==> config.mk <==
export PLATFORM = sky130hd
export DESIGN_NAME = serial_parallel_align
export DESIGN_NICKNAME = d
export VERILOG_FILES = /design/src/rtl/serial_parallel_align.sv
export SDC_FILE = /design/constraint.sdc
export NUM_CORES = 1
export LEC_CHECK = 0
export CAP_MARGIN = 20
export CORE_ASPECT_RATIO = 2
export CORE_MARGIN = 2
export CORE_UTILIZATION = 43
export CTS_CLUSTER_DIAMETER = 50
export DETAILED_ROUTE_END_ITERATION = 10
export PLACE_DENSITY_LB_ADDON = 0.3
export SLEW_MARGIN = 5
export SYNTH_ARGS = -nofsm -noshare
export SYNTH_HDL_FRONTEND = slang
export SYNTH_SLANG_ARGS = --single-unit
==> constraint.sdc <==
create_clock -name clk_32f -period 1.7 [get_ports clk_32f]
set_input_delay 0.425 -clock clk_32f [delete_from_list [all_inputs] [get_ports clk_32f]]
set_output_delay 0.425 -clock clk_32f [all_outputs]
set_load 0.1 [all_outputs]
==> src/rtl/serial_parallel_align.sv <==
// serial_parallel_align -- serial-to-parallel receiver with comma alignment.
//
// Shifts in one bit per clk_32f edge, hunts for COMMA at any bit offset, and
// once LOCK_COUNT back-to-back aligned commas have been seen it locks the word
// boundary. Locked words are distributed round-robin over LANES outputs.
//
// Ports:
//   clk_32f    in   bit clock, all logic on rising edge
//   reset      in   synchronous active-high reset
//   data_in    in   serial bit, MSB of each word first
//   data_out   out  LANES*WIDTH, lane i at [i*WIDTH +: WIDTH], holds last value
//   valid_out  out  LANES, one-cycle pulse when a lane receives a data word
//   active     out  high while word alignment is locked

// One output lane: captures the word on wr, pulses valid only for data words.
module spa_lane #(
    parameter int WIDTH = 8
) (
    input  logic             clk_32f,
    input  logic             reset,
    input  logic             wr,
    input  logic             mark,
    input  logic [WIDTH-1:0] wr_data,
    output logic [WIDTH-1:0] lane_data,
    output logic             lane_vld
);
    always_ff @(posedge clk_32f) begin
        if (reset) begin
            lane_data <= '0;
            lane_vld  <= 1'b0;
        end else begin
            // valid is recomputed every edge, so it can never outlive one cycle
            lane_vld <= wr & mark;
            if (wr) lane_data <= wr_data;
        end
    end
endmodule

module serial_parallel_align #(
    parameter int               WIDTH      = 8,
    parameter int               LANES      = 4,
    parameter logic [WIDTH-1:0] COMMA      = 8'hBC,
    parameter logic [WIDTH-1:0] IDLE       = 8'h7C,
    parameter int               LOCK_COUNT = 4
) (
    input  logic                   clk_32f,
    input  logic                   reset,
    input  logic                   data_in,
    output logic [LANES*WIDTH-1:0] data_out,
    output logic [LANES-1:0]       valid_out,
    output logic                   active
);
    localparam int BC_W = $clog2(WIDTH);
    localparam int LP_W = (LANES > 1) ? $clog2(LANES) : 1;

    localparam logic [1:0] ST_SEARCH = 2'd0;
    localparam logic [1:0] ST_ALIGN  = 2'd1;
    localparam logic [1:0] ST_LOCKED = 2'd2;

    localparam logic [BC_W-1:0] LAST_BIT  = BC_W'(WIDTH - 1);
    localparam logic [LP_W-1:0] LAST_LANE = LP_W'(LANES - 1);
    localparam logic [3:0]      LOCK_N    = 4'(LOCK_COUNT);

    logic [1:0]       state;
    logic [WIDTH-2:0] sr;
    logic [WIDTH-1:0] cand;
    logic [BC_W-1:0]  bit_cnt;
    logic [3:0]       comma_cnt;
    logic [LP_W-1:0]  lane_ptr;
    logic             boundary;
    logic             is_comma;
    logic             is_idle;
    logic             lane_step;

    // cand is the word completed by the bit arriving this cycle
    assign cand      = {sr, data_in};
    assign is_comma  = (cand == COMMA);
    assign is_idle   = (cand == IDLE);
    assign boundary  = (state != ST_SEARCH) && (bit_cnt == LAST_BIT);
    // a locked non-comma word consumes the slot at lane_ptr (IDLE included)
    assign lane_step = (state == ST_LOCKED) && boundary && !is_comma;

    always_ff @(posedge clk_32f) begin
        if (reset) begin
            state     <= ST_SEARCH;
            sr        <= '0;
            bit_cnt   <= '0;
            comma_cnt <= '0;
            lane_ptr  <= '0;
            active    <= 1'b0;
        end else begin
            sr <= cand[WIDTH-2:0];

            // bit_cnt only means something once a comma has fixed the phase
            if (state == ST_SEARCH || boundary) bit_cnt <= '0;
            else                                bit_cnt <= bit_cnt + BC_W'(1);

            case (state)
                ST_SEARCH: begin
                    if (is_comma) begin
                        comma_cnt <= 4'd1;
                        if (LOCK_COUNT == 1) begin
                            state    <= ST_LOCKED;
                            active   <= 1'b1;
                            lane_ptr <= '0;
                        end else begin
                            state <= ST_ALIGN;
                        end
                    end
                end
                ST_ALIGN: begin
                    if (boundary) begin
                        if (is_comma) begin
                            comma_cnt <= comma_cnt + 4'd1;
                            if (comma_cnt + 4'd1 == LOCK_N) begin
                                state    <= ST_LOCKED;
                                active   <= 1'b1;
                                lane_ptr <= '0;
                            end
                        end else begin
                            // the failing word is not re-tested; search resumes next edge
                            state     <= ST_SEARCH;
                            comma_cnt <= '0;
                        end
                    end
                end
                ST_LOCKED: begin
                    // only reset leaves lock
                    if (boundary) begin
                        if (is_comma)                   lane_ptr <= '0;
                        else if (lane_ptr == LAST_LANE) lane_ptr <= '0;
                        else                            lane_ptr <= lane_ptr + LP_W'(1);
                    end
                end
                default: state <= ST_SEARCH;
            endcase
        end
    end

    for (genvar i = 0; i < LANES; i++) begin : g_lane
        spa_lane #(.WIDTH(WIDTH)) u_lane (
            .clk_32f   (clk_32f),
            .reset     (reset),
            .wr        (lane_step && (lane_ptr == LP_W'(i))),
            .mark      (!is_idle),
            .wr_data   (cand),
            .lane_data (data_out[i*WIDTH +: WIDTH]),
            .lane_vld  (valid_out[i])
        );
    end
endmodule

==> run summary, run 1 <==
Post-Syn Area per Cell - 10.03 um2
adder-cell share of the synthesized area - 4.497%
Post-synth EDFFs - 0
met3 routed WL - 255 um
Synth Area in Simple Gates - 20.85%
ratio of cells with drive above 1 in the final layout - 29.89%
synthesis-to-finish area growth - 50.03%
port bufs - 39
met2 wire length - 2562 um
GP Congestion - 0.8352
largest net degree at the start of global routing - 21
Worst path max stage delay - 0.32 ns
CTS tree - yes
clk_lat worst skew - 0.31 ns
Inserted Diodes - 0
post-layout total power - 2.196 mW
r2r setup slk - 0.08 ns
Most common cell on crit path - ha_1
Post-Syn Nets - 233
Final Skew - 0.005525 ns
wire per inst - 14.44 um
final setup TNS - 0 ns
share of the synthesized area in the top cell type - 49.47%
# setup viols final - 0
worst path required time - 1.91 ns
WP data arrival - 1.83 ns
most common cell after layout, fill and taps aside - dfxtp_1
Tightest Pin Transition - 0.4129 ns
max cap viols - 0
Levels on crit path - 7
Final WS setup - 0.07997 ns
CTS clock-pin slew for the worst setup and hold paths - 0.09 ns
H-tree depth - 2
CTS buffer count - 5
Seq/Total Area, Yosys - 49.47%
initial DRC count - 21
M1 wire length - 1992 um
worst slack at placement - -0.3673 ns
Slew Limit Fails - 0
clk buf depth - 2
fin nets - 292
crit path launch type - flip-flop
Synth Area in XOR/XNOR - 0.3935%
CTS sink count - 55
row count - 37
Starting Density - 44.11%
hold buffer count at CTS - 0
CP max-delay cell - dfxtp_1
first-pass GRT wire length - 8280 um
hold slack - 0.4320 ns
Mapped Area - 2226 um2
Synth Flop Type - dfxtp_1
Routed Antenna Nets - 0
Worst IR Drop VDD - 0.9629 mV
post-synthesis async set-or-reset flop share - 0%
r2r endpoint - g_lane[3].u_lane.lane_data[7]$_SDFFE_PP0P_
Max Freq - 617.3 MHz
compound-cell area share of the yosys netlist - 9.500%
drt drc - 0
Crit path max-delay family - adder cells
CP Capture Type - flip-flop
Setup crit start - bit_cnt[0]$_SDFF_PP0_
Hold Path Depth - 1
main combinational cell family by area after synthesis - simple AND/OR/NAND/NOR gates
core area - 5046 um2
Layout Utilization - 66.18%
P_leak - 1.536 nW
Tmin final - 1.620 ns
final wirelength - 4896 um
Vias - 1813
post-synth top area cell - dfxtp_1
GRT Util Overall - 19.12%
Syn. warnings - 0
Slew headroom - 72.31%
WHS Endpoint - bit_cnt[0]$_SDFF_PP0_
worst r2r path cells - 7
Cells after Synth - 222
largest fanout on the critical path - 6
gr ovfl total - 0
detailed placer's ending HPWL - 3722 um
initial antenna violation count - 0
vias in the first global route - 1839
Pre-antenna DRT Iters - 4
CTS root buf - clkbuf_8
Vias/cell - 5.348
fin crit share - 95.30%
Cell variety after synth - 37
status - complete, no violations
register bit total from synthesis - 55
hold_sp - bit_cnt[0]$_SDFF_PP0_
Max Used Layer - met4
Worst R2R Start - bit_cnt[0]$_SDFF_PP0_
setup bufs post-CTS - 0
Area contributors post-synth - dfxtp_1 (49%), mux2i_1 (11%), nor2_1 (5.1%)
die area - 5803 um2
critical path cell sequence - ha_1 -> ha_1 -> and3b_2 -> o211ai_2 -> buf_4 -> mux2i_1 -> nor2_1
kind of critical path - flip-flop to flip-flop
most frequent cells in the layout - dfxtp_1 (54), buf_12 (37), nor2_1 (30)
worst hold path class - flip-flop to flip-flop
Die Wd - 54.88 um
mux share of post-synthesis cell area - 11.24%
die span in y - 105.8 um
final hold vios - 0
Buf/Inv on CP - 1
Power Density - 657.6 nW/um2
# IOs - 40
## layer usage
layer / vias up / track usage [%]
met3: 7 / 4.958
met4: 0 / 6.786
met5: - / 0
li1: 888 / -
met2: 54 / 31.29
met1: 864 / 23.06
## worst max-delay path by stage
| stage | endpoint | slack (ns) |
|---|---|---|
| after detailed placement | comma_cnt[1]$_SDFFE_PP0P_ | -0.37 |
| after CTS | lane_ptr[1]$_SDFFE_PP0P_ | 0.005 |
| final | g_lane[3].u_lane.lane_data[7]$_SDFFE_PP0P_ | 0.08 |
| after global routing | g_lane[3].u_lane.lane_data[7]$_SDFFE_PP0P_ | -0.0003 |
| after global placement | comma_cnt[1]$_SDFFE_PP0P_ | -0.33 |
| after floorplan | g_lane[1].u_lane.lane_data[1]$_SDFFE_PP0P_ | -0.05 |
## synthesized netlist by cell type, drive strengths merged, types with 3 or more instances
library cell	number
buf	4
nand2	12
nor2b	8
o211ai	4
inv	5
nor3	3
a22o	3
nand3	11
dfxtp	55
a21oi	12
nor2	30
clkbuf	11
mux2i	25
ha	8
## registers in the layout, indices dropped and copies added, names as in the netlist
signal / count
sr: 7
g_lane.u_lane.lane_vld: 4
active: 1
state: 2
lane_ptr: 2
bit_cnt: 3
comma_cnt: 4
g_lane.u_lane.lane_data: 32
## power breakdown
| group | leakage, nW | internal (mW) | total (mW) | switching (mW) |
|---|---|---|---|---|
| sequential | 0.444 | 1.29 | 1.29 | 0.00336 |
| combinational | 1.04 | 0.0240 | 0.0584 | 0.0344 |
| clock | 0.0502 | 0.431 | 0.844 | 0.413 |
| total | 1.54 | 1.75 | 2.20 | 0.451 |
## kinds of logic (layout without fill, tap and decap cells)
| family | count (synthesis) | after routing |
|---|---|---|
| and+or+nand+nor | 84 | 84 |
| buffers and inverters | 20 | 79 |
| xor gates and xnor gates | 1 | 1 |
| adders and majority gates | 8 | 8 |
| AOI/OAI and AO/OA | 29 | 29 |
| DFF | 55 | 55 |
| muxes | 25 | 25 |
## per-stage QoR
stage / area (um2) / instances
6_report: 3339 / 339
5_1_grt: 3339 / 339
4_1_cts: 3316 / 339
3_5_place_dp: 3198 / 332
3_3_place_gp: 3198 / 332
2_1_floorplan: 2226 / 222
## timing repair
action | CTS | global route
endpoints found under the setup margin | 7 | 26
gates resized for setup | 2 | 8
pin swaps | 1 | 4
## layout make-up
class	instances	area, um2
Tap cell	58	72.57
Multi-Input combinational cell	147	1051
Clock buffer	5	68.82
Clock inverter	2	37.54
Fill cell	390	1707
Inverter	5	18.77
Sequential cell	55	1102
Timing Repair Buffer	67	988.4
(Power assumes the default switching activity.)
==> run 2: changes to the inputs <==
--- a/config.mk
+++ b/config.mk
@@ -6,7 +6,6 @@
 export NUM_CORES = 1
 export LEC_CHECK = 0
 export CAP_MARGIN = 20
-export CORE_ASPECT_RATIO = 2
 export CORE_MARGIN = 2
 export CORE_UTILIZATION = 43
 export CTS_CLUSTER_DIAMETER = 50
==> run summary, run 2 (synthesized netlist as in run 1, its figures left out) <==
status - complete, no violations
initial antenna violation count - 0 (unchanged)
critical path cell sequence - ha_4 -> ha_4 -> and3b_2 -> o211ai_4 -> buf_12 -> mux2i_1 -> nor2_1
most common cell after layout, fill and taps aside - dfxtp_1
synthesis-to-finish area growth - 56.38%
final wirelength - 5177 um (+5.7%)
fin crit share - 97.34% (+2.0 points)
Vias - 1823 (+0.55%)
vias in the first global route - 1798 (-2.2%)
clk_lat worst skew - 0.30 ns (about the same)
core area - 5042 um2 (about the same)
Internal Dissipation - 1.748 mW (+0.14%)
fin cells - 353 (+4.1%)
GRT Util Overall - 17.17% (-2.0 points)
CTS root buf - clkbuf_8
# IOs - 40 (unchanged)
switching fraction of total power - 19.81% (-0.72 points)
initial DRC count - 77 (+270%)
drt drc - 0 (unchanged)
die span in y - 75.95 um (-28%)
WP data arrival - 1.85 ns (+0.02 ns)
Largest regs - g_lane.u_lane.lane_data (32), sr (7)
die area - 5768 um2 (-0.61%)
Tightest Pin Transition - 0.3532 ns (-0.05966 ns)
Placed Instance Area - 3251 um2 (+1.6%)
Inserted Diodes - 0 (unchanged)
FF+latch area - 1104 um2 (+0.11%)
Most common cell on crit path - ha_4
Max Freq - 604.3 MHz (-2.1%)
Slew headroom - 76.14% (+3.8 points)
fin nets - 294 (+0.68%)
H-tree depth - 2 (unchanged)
Hold Path Depth - 1 (unchanged)
Die Wd - 75.95 um (+38%)
Power Density - 626.1 nW/um2 (-4.8%)
Pre-antenna DRT Iters - 4 (unchanged)
post-layout total power - 2.179 mW (-0.76%)
WHS Endpoint - bit_cnt[0]$_SDFF_PP0_
Worst path max stage delay - 0.35 ns (+0.03 ns)
RSZ-0062 raised after global routing - true
Tmin final - 1.655 ns (+0.03471 ns)
Vias/cell - 5.164 (-3.4%)
largest register by flop count - g_lane.u_lane.lane_data
hold buffer count at CTS - 0 (unchanged)
Slew Limit Fails - 0 (unchanged)
CTS tree - yes
# setup viols final - 0 (unchanged)
clk buf depth - 2 (unchanged)
worst r2r path cells - 7 (unchanged)
placed cell count - 344 (+3.6%)
Starting Density - 44.14% (about the same)
max cap viols - 0 (unchanged)
largest fanout on the critical path - 8 (+2)
Multi-input gate area - 1114 um2 (+6.0%)
clock network power share - 37.8% (-0.6 points)
final hold vios - 0 (unchanged)
wire per inst - 14.67 um (+1.5%)
r2r endpoint - g_lane[2].u_lane.lane_data[1]$_SDFFE_PP0P_
first-pass GRT wire length - 8059 um (-2.7%)
Fillers - 360 (-7.7%)
port bufs - 39 (unchanged)
kind of critical path - flip-flop to flip-flop
P_leak - 1.607 nW (+4.6%)
crit path launch type - flip-flop
Largest register FFs - 32 (unchanged)
combinational share of power - 2.8% (about the same)
sequential share of power - 59.4% (+0.5 points)
Layout Utilization - 69.03% (+2.9 points)
CP max-delay cell - dfxtp_2
largest net degree at the start of global routing - 39 (+86%)
final setup TNS - 0 ns (unchanged)
gr ovfl total - 0 (unchanged)
hold_sp - bit_cnt[0]$_SDFF_PP0_
Worst R2R Start - bit_cnt[0]$_SDFF_PP0_
GP Congestion - 0.8655 (+3.6%)
ratio of cells with drive above 1 in the final layout - 31.80% (+1.9 points)
most frequent cells in the layout - dfxtp_1 (53), buf_12 (40), nor2_1 (30)
CTS clock-pin slew for the worst setup and hold paths - 0.09 ns (about the same)
worst hold path class - flip-flop to flip-flop
switching power - 0.4317 mW (-4.2%)
CP Capture Type - flip-flop
row count - 26 (-30%)
Final Skew - 0.004508 ns (-0.001017 ns)
CTS buffer count - 5 (unchanged)
r2r setup slk - 0.05 ns (-0.03 ns)
Worst IR Drop VDD - 0.5786 mV (-40%)
worst path required time - 1.90 ns (about the same)
CTS sink count - 55 (unchanged)
Routed Antenna Nets - 0 (unchanged)
detailed placer's ending HPWL - 3549 um (-4.6%)
final instance area - 3481 um2 (+4.2%)
[run 2: cell types whose count changed in the layout (fill, tap and decap cells not counted), sizes merged]
cell      change
clkbuf        +2
buf           +1
clkinvlp      -1
[run 2: worst max path at each step]
stage,cells after the start,from,end
2_1_floorplan,6,data_in,g_lane[1].u_lane.lane_data[1]$_SDFFE_PP0P_
3_3_place_gp,5,data_in,comma_cnt[1]$_SDFFE_PP0P_
3_5_place_dp,5,data_in,comma_cnt[1]$_SDFFE_PP0P_
4_1_cts,7,bit_cnt[0]$_SDFF_PP0_,g_lane[0].u_lane.lane_data[2]$_SDFFE_PP0P_
5_1_grt,7,bit_cnt[0]$_SDFF_PP0_,g_lane[2].u_lane.lane_data[1]$_SDFFE_PP0P_
6_report,7,bit_cnt[0]$_SDFF_PP0_,g_lane[2].u_lane.lane_data[1]$_SDFFE_PP0P_
[run 2: layout make-up]
type | instances | share of cell area [%]
inverters | 5 | 0.5392
flip-flops and latches | 55 | 31.70
well taps | 70 | 2.516
clock buffers | 6 | 2.085
multi-input cells | 147 | 31.99
repair buffers | 69 | 30.30
clock inverters | 1 | 0.8627
[run 2: stage by stage]
step	hold WS, ns	worst slack [ns]
after CTS	0.4546	0.0006155
after global placement	0.4242	-0.2893
after global routing	0.4758	-0.02226
final	0.4561	0.04526
after detailed placement	0.4412	-0.3255
after floorplan	0.4072	-0.05397
[run 2: timing repair]
action | in CTS | in global routing
buffers inserted | 0 | 1
gates resized for setup | 3 | 16
pin swaps | 0 | 8
cloned | 0 | 1
endpoints found under the setup margin | 27 | 17
[run 2: routing by layer]
layer / vias to the layer above / track usage (%) / routed length [um]
met5: - / 0 / 0
met4: 0 / 6.000 / 104
met3: 11 / 3.929 / 213
met2: 46 / 27.14 / 2525
met1: 879 / 23.20 / 2333
li1: 887 / - / -
[run 2: power by group through the flow]
stage / Sequential [mW] / Clock (mW) / Combinational [mW]
after floorplan: 1.33 / 0 / 0.0266
after global placement: 1.32 / 0 / 0.0586
after detailed placement: 1.32 / 0 / 0.0593
after CTS: 1.29 / 0.835 / 0.0597
after global routing: 1.29 / 0.892 / 0.0647
final: 1.29 / 0.824 / 0.0613
[run 2: worst max-delay path, delay by kind of cell, from the launching register on]
family | cells | cell delay (ns)
AO/OA/AOI/OAI | 1 | 0.15
adder cells (fa/ha/maj) | 2 | 0.31
AND/OR/NAND/NOR | 2 | 0.35
buffers and inverters | 1 | 0.16
flip-flops | 1 | 0.35
multiplexers | 1 | 0.22
